File: config.mk
export PLATFORM = sky130hd
export DESIGN_NAME = pkt_patt_match
export DESIGN_NICKNAME = d
export VERILOG_FILES = /design/src/rtl/pkt_patt_match.sv
export SDC_FILE = /design/constraint.sdc
export NUM_CORES = 2
export LEC_CHECK = 0
export BUFFER_PORTS_ARGS = -buffer_cell sky130_fd_sc_hd__buf_2
export CORE_MARGIN = 4
export CORE_UTILIZATION = 37
export CTS_CLUSTER_DIAMETER = 80
export CTS_CLUSTER_SIZE = 24
export DETAILED_ROUTE_END_ITERATION = 7
export HOLD_SLACK_MARGIN = 0.08
export PLACE_DENSITY_LB_ADDON = 0.05
export SLEW_MARGIN = 20
export SYNTH_ARGS = -nofsm -noshare
export SYNTH_HDL_FRONTEND = slang
export SYNTH_SLANG_ARGS = --single-unit
File: constraint.sdc
create_clock -name clk -period 12.2 [get_ports clk]
set_input_delay 0.61 -clock clk [delete_from_list [all_inputs] [get_ports clk]]
set_output_delay 0.61 -clock clk [all_outputs]
set_load 0.02 [all_outputs]
File: src/rtl/pkt_patt_match.sv
// rtl/pkt_patt_match.sv - multi-context byte-pattern matcher over a packet word stream
module pkt_patt_match #(
    parameter int DATA_W      = 64,
    parameter int PATT_BYTES  = 7,
    parameter int NUM_CORES   = 2,
    parameter int NUM_THREADS = 4,
    parameter int OFFS_W      = 16,
    parameter int CNT_W       = 8,
    localparam int L      = DATA_W / 8,
    localparam int P      = PATT_BYTES,
    localparam int H      = P - 1,
    localparam int C      = NUM_CORES * NUM_THREADS,
    localparam int CTX_W  = (C > 1) ? $clog2(C) : 1,
    localparam int CORE_W = (NUM_CORES > 1) ? $clog2(NUM_CORES) : 1,
    localparam int THR_W  = (NUM_THREADS > 1) ? $clog2(NUM_THREADS) : 1
) (
    input  logic                clk,
    input  logic                rst_n,
    input  logic                cfg_we,
    input  logic [CTX_W-1:0]    cfg_ctx,
    input  logic [8*P-1:0]      cfg_patt,
    input  logic                cfg_en,
    input  logic                in_valid,
    output logic                in_ready,
    input  logic [DATA_W-1:0]   in_data,
    input  logic                in_last,
    input  logic [CORE_W-1:0]   in_core,
    input  logic [THR_W-1:0]    in_thread,
    input  logic                match_en,
    output logic                out_valid,
    input  logic                out_ready,
    output logic [CTX_W-1:0]    out_ctx,
    output logic                out_match,
    output logic [CNT_W-1:0]    out_count,
    output logic [OFFS_W-1:0]   out_offset
);

    localparam int LANE_W = $clog2(L + 1);
    localparam int SW     = OFFS_W + LANE_W + 4;
    localparam int CS_W   = CNT_W + LANE_W;

    // Per-context configuration, history and packet accumulators
    logic [8*P-1:0]    patt     [C];
    logic [C-1:0]      en;
    logic [8*H-1:0]    hist     [C];
    logic [C-1:0]      hist_valid;
    logic [OFFS_W-1:0] word_idx [C];
    logic [C-1:0]      acc_seen;
    logic [CNT_W-1:0]  acc_cnt  [C];
    logic [OFFS_W-1:0] acc_off  [C];

    logic              advance;
    logic              accept;
    logic [CTX_W-1:0]  in_ctx;
    logic [8*(H+L)-1:0] window;
    logic [L-1:0]      hits;

    assign advance  = !(out_valid && !out_ready);
    assign in_ready = advance;
    assign accept   = in_valid && advance;
    assign in_ctx   = CTX_W'(in_core) * CTX_W'(NUM_THREADS) + CTX_W'(in_thread);
    assign window   = {in_data, hist[in_ctx]};

    // Lanes whose window reaches into a missing previous word are masked
    always_comb begin
        hits = '0;
        for (int k = 0; k < L; k++) begin
            if ((hist_valid[in_ctx] || k >= H) && window[8*k +: 8*P] == patt[in_ctx])
                hits[k] = en[in_ctx] & match_en;
        end
    end

    always_ff @(posedge clk or negedge rst_n) begin
        if (!rst_n) begin
            for (int i = 0; i < C; i++) begin
                patt[i]     <= '0;
                hist[i]     <= '0;
                word_idx[i] <= '0;
            end
            en         <= '0;
            hist_valid <= '0;
        end else begin
            if (cfg_we) begin
                patt[cfg_ctx] <= cfg_patt;
                en[cfg_ctx]   <= cfg_en;
            end
            if (accept) begin
                hist[in_ctx]       <= in_data[DATA_W-1 -: 8*H];
                hist_valid[in_ctx] <= !in_last;
                if (in_last)
                    word_idx[in_ctx] <= '0;
                else if (word_idx[in_ctx] != {OFFS_W{1'b1}})
                    word_idx[in_ctx] <= word_idx[in_ctx] + OFFS_W'(1);
            end
        end
    end

    logic              s1_valid;
    logic              s1_last;
    logic [L-1:0]      s1_hits;
    logic [CTX_W-1:0]  s1_ctx;
    logic [OFFS_W-1:0] s1_widx;

    always_ff @(posedge clk or negedge rst_n) begin
        if (!rst_n) begin
            s1_valid <= 1'b0;
            s1_last  <= 1'b0;
            s1_hits  <= '0;
            s1_ctx   <= '0;
            s1_widx  <= '0;
        end else if (advance) begin
            s1_valid <= accept;
            s1_last  <= in_last;
            s1_hits  <= hits;
            s1_ctx   <= in_ctx;
            s1_widx  <= word_idx[in_ctx];
        end
    end

    logic [LANE_W-1:0] pop;
    logic [LANE_W-1:0] first_lane;
    logic [CS_W-1:0]   cnt_sum;
    logic [SW-1:0]     start_full;
    logic [OFFS_W-1:0] start_sat;
    logic              nxt_seen;
    logic [CNT_W-1:0]  nxt_cnt;
    logic [OFFS_W-1:0] nxt_off;

    always_comb begin
        pop        = '0;
        first_lane = '0;
        for (int k = L - 1; k >= 0; k--) begin
            if (s1_hits[k])
                first_lane = LANE_W'(k);
        end
        for (int k = 0; k < L; k++)
            pop = pop + LANE_W'(s1_hits[k]);
        cnt_sum    = CS_W'(acc_cnt[s1_ctx]) + CS_W'(pop);
        nxt_cnt    = (|cnt_sum[CS_W-1:CNT_W]) ? {CNT_W{1'b1}} : cnt_sum[CNT_W-1:0];
        // Only valid lanes can hit, so the start never goes below zero
        start_full = SW'(s1_widx) * SW'(L) + SW'(first_lane) - SW'(H);
        start_sat  = (|start_full[SW-1:OFFS_W]) ? {OFFS_W{1'b1}} : start_full[OFFS_W-1:0];
        nxt_seen   = acc_seen[s1_ctx] | (|s1_hits);
        if (acc_seen[s1_ctx])
            nxt_off = acc_off[s1_ctx];
        else if (|s1_hits)
            nxt_off = start_sat;
        else
            nxt_off = '0;
    end

    always_ff @(posedge clk or negedge rst_n) begin
        if (!rst_n) begin
            for (int i = 0; i < C; i++) begin
                acc_cnt[i] <= '0;
                acc_off[i] <= '0;
            end
            acc_seen   <= '0;
            out_valid  <= 1'b0;
            out_ctx    <= '0;
            out_match  <= 1'b0;
            out_count  <= '0;
            out_offset <= '0;
        end else if (advance) begin
            out_valid <= s1_valid && s1_last;
            if (s1_valid) begin
                if (s1_last) begin
                    out_ctx            <= s1_ctx;
                    out_match          <= nxt_seen;
                    out_count          <= nxt_cnt;
                    out_offset         <= nxt_off;
                    acc_seen[s1_ctx]   <= 1'b0;
                    acc_cnt[s1_ctx]    <= '0;
                    acc_off[s1_ctx]    <= '0;
                end else begin
                    acc_seen[s1_ctx]   <= nxt_seen;
                    acc_cnt[s1_ctx]    <= nxt_cnt;
                    acc_off[s1_ctx]    <= nxt_off;
                end
            end
        end
    end

endmodule

==> summary.md <==
| Metric | Value |
|---|---|
| Status | completed |
| Non-Filler Instances | 7098 |
| Seq/Total Area, Yosys | 50.36% |
| Worst Tran Pin Value | 1.196 ns |
| ANT nets after route | 0 |
| Area Overhead vs Synth | 9.932% |
| Post CTS Setup Buffer Count | 0 |
| WL final | 217.4 mm |
| DR DRC count | 0 |
| Clock-pin slew on the worst setup and hold paths | 0.10 ns |
| Core Region | 164800 sq um |
| Worst Setup Start Kind | register |
| Chip Width | between 400 and 500 microns |
| Async set-reset flop share out of synthesis | 100.0% |
| Hold Path Class | input pin to register |
| Internal power | about 8000 uW |
| CP max-delay cell | dfrtp_1 |
| Cell repeated most along the worst path | fa_1 |
| Synth Instances | approximately 4800 |
| CTS tree | built |
| Unrepaired setup endpoints after global routing | false |
| Wire per inst | 30.62 microns |
| Worst path max stage delay | slightly below 0.9 ns |
| Filler Cells Inserted | 15760 |
| I/O Buffers | 163 |
| Root buffer cell | clkbuf_16 |
| Distinct cell type count after synthesis | 101 |
| Largest area contributor in the netlist | dfrtp_1 |
| First-pass GRT wire length | roughly 320 mm |
| Worst Clk Skew | 0.05324 ns |
| Drt via density | approximately 5.8 |
| Comb power frac | 26.2% |
| Vias | 40840 |
| R2R Path End | out_count[6] |
| Hpwl dp | between 100 and 150 mm |
| Post-synthesis sequential element count | 1234 |
| Iter 0 DRT Violations | 3383 |
| Final Max Tran Viols | 0 |
| Net Switching | 3934 uW |
| CP endpoint | out_count[6] |
| Final Net Count | 4962 |
| Max-capacitance violation count | 0 |
| R2R setup slack | 6.57 ns |
| Mapped Area | 61320 sq um |
| Critical Path, Cell by Cell | nand2_1, nor2_2, buf_4, a22oi_1, and4_1, fa_1, fa_1, inv_1, fa_1, fa_1, a21o_1, a21oi_1, nor2b_1, nand2_1, mux2i_1, o21ai_0 |
| Sequential Power Share | 45.6% |
| Fin crit period | 5.628 ns |
| Clock power share | 28.2% |
| Initial Utilization | 37.21% |
| Largest cells by area after synthesis | dfrtp_1, mux2_2, xor2_1, xnor2_1, mux4_2 |
| Top post-synthesis cells by count | dfrtp_1, mux2_2, nand2_1, xor2_1, xnor2_1 |
| Gpl congestion | 0.9371 |
| Clock Sink Count | between 1000 and 1500 |
| Yosys top cell area share | around half |
| Critical path class | register to register |
| Clock buffers created by TritonCTS | ~90 |
| DR pass1 iterations | 7 |
| R2R depth | 16 |
| Largest net degree at the start of global routing | ~150 |
| PD cells | about 180 nW/um^2 |
| Reg-to-reg startpoint | s1_ctx[1] |
| Critical Path Start | s1_ctx[1] |
| Placed cell count | 6909 |
| Crit path capture type | register |
| Max Freq | 0.1777 GHz |
| VDD IR max | 0.1213 mV |
| Syn nets | ~5000 |
| Arrival time at the worst endpoint | roughly 6.2 ns |
| IO Pins | 164 |
| Post-route clock period utilization | 46.13% |
| Synth Flop Type | dfrtp_1 |
| WP data required | 12.76 ns |
| Row cnt | 149 |
| Leakage | 0.02823 uW |
| CTS max path bufs | 3 |
| Setup violations, final | 0 |
| GRT overflow | 0 |
| Vias in the first global route | 41790 |
| Worst-path maximum fanout | 22 |
| Die Y | 415.1 microns |
| Most common cell in the netlist | dfrtp_1 |
| Syn_area_per_cell | 12.65 sq um |
| Post-synth EDFFs | 0 |
| Clk_lat worst skew | 0.74 ns |
| Post-Route Setup TNS | 0 ns |
| Sw Share | 32.95% |
| Max-slew headroom | 19.40% |
| Synth Warn # | 0 |
| Die ar. | around 170000 sq um |
| Fin. Hold Viols | 0 |
| GR Util All Layers | ~25% |
| Share of cells above drive strength 1 | 33.22% |
| Antenna violations before repair | between 40 and 50 |
| Htree depth | 3 |
==> sequential cells by signal, summed over array words and instances (netlist names) <==
register    count
patt          448
out_match       1
word_idx      128
s1_last         1
s1_ctx          3
out_valid       1
acc_cnt        64
s1_valid        1
out_ctx         3
en              8
s1_hits         8
s1_widx        16
out_offset     16
hist_valid      8
out_count       8
acc_seen        8
acc_off       128
hist          384
==> cell usage in the layout (no fill, tap or decap), types with 47 or more instances in the layout <==
cell type  instances
nand4_1           69
o21ai_0          158
buf_4            109
nor4_1            58
xor2_1           238
buf_2            161
clkbuf_16         94
a22oi_1           96
a221oi_1          61
o2bb2ai_1         47
nand2_1          278
xnor2_1          228
mux2i_1          124
mux2_2           946
a22o_1           113
dfrtp_1         1233
nor2_1            76
mux4_2            86
==> worst min path at each step <==
stage | from | end | slack (ns) | depth (start not counted)
after global routing | cfg_patt[30] | patt[30] | 0.18 | 2
after floorplan | rst_n | acc_cnt[0] | 0.31 | 0
after CTS | cfg_patt[30] | patt[142] | 0.15 | 2
after global placement | acc_cnt[5] | acc_cnt[5] | 0.46 | 2
after detailed placement | acc_cnt[5] | acc_cnt[5] | 0.46 | 2
final | cfg_patt[17] | patt[241] | 0.21 | 2
==> per-layer routing <==
layer	part of all wire [%]	global-route usage, %
met3	5.0	3.604
met5	0.081	0
met2	47	41.00
met4	3.1	6.538
met1	44	34.41
==> final cells by class <==
cell class,instances,area [sq um],share of cell area (%)
flip-flops and latches,1234,30880,45.81
multi-input cells,3182,28570,42.39
well taps,2189,2739,4.063
clock buffers,108,2475,3.671
repair buffers,282,1836,2.723
clock inverters,60,767.0,1.138
inverters,23,91.34,0.1355
diodes,20,50.05,0.07424
==> power by group through the flow <==
stage | clock [uW] | combinational, uW | sequential [uW]
floorplan | 0 | 2140 | 5390
global placement | 0 | 3100 | 5500
detailed placement | 0 | 3140 | 5520
CTS | 3470 | 3140 | 5440
global route | 3620 | 3360 | 5550
finish | 3370 | 3130 | 5440
==> critical path: cells and delay by family, from the launching register on <==
family / cells / cell delay [ns]
multiplexers: 1 / 0.73
buffers and inverters: 2 / 0.43
flip-flops: 1 / 0.87
AO/OA/AOI/OAI: 4 / 0.79
adder cells (fa/ha/maj): 4 / 1.85
AND/OR/NAND/NOR: 5 / 0.81
==> what timing repair did <==
item	CTS	global route
gates resized for setup	0	0
endpoints found under the hold margin	100	0
setup endpoints to repair	0	0
hold buffers	1	0
==> cells by family (layout without fill, tap and decap cells) <==
family                   count (synthesis)  in the layout  synth area share [%]
adder cells (fa/ha/maj)                 14             14                0.3469
AND/OR/NAND/NOR                        717            717                 5.907
other                                    0             20                     0
AO/OA/AOI/OAI                          801            801                 9.939
flip-flops                            1234           1234                 50.36
XOR/XNOR                               466            466                 6.656
multiplexers                          1184           1184                 23.41
buffers and inverters                  431            473                 3.385
==> stage by stage <==
step	hold WS, ns	area, sq um	utilization (%)	total power (uW)	setup WS, ns
6_report	0.2081	67410	40.91	11940	6.572
4_1_cts	0.1512	67350	40.87	12060	6.570
3_5_place_dp	0.4645	64100	38.90	8653	6.296
2_1_floorplan	0.3144	61320	-	7533	6.735
5_1_grt	0.1816	67380	40.88	12520	6.195
3_3_place_gp	0.4553	64080	38.88	8605	6.399
Note: power is estimated with default switching activity, not from simulation.
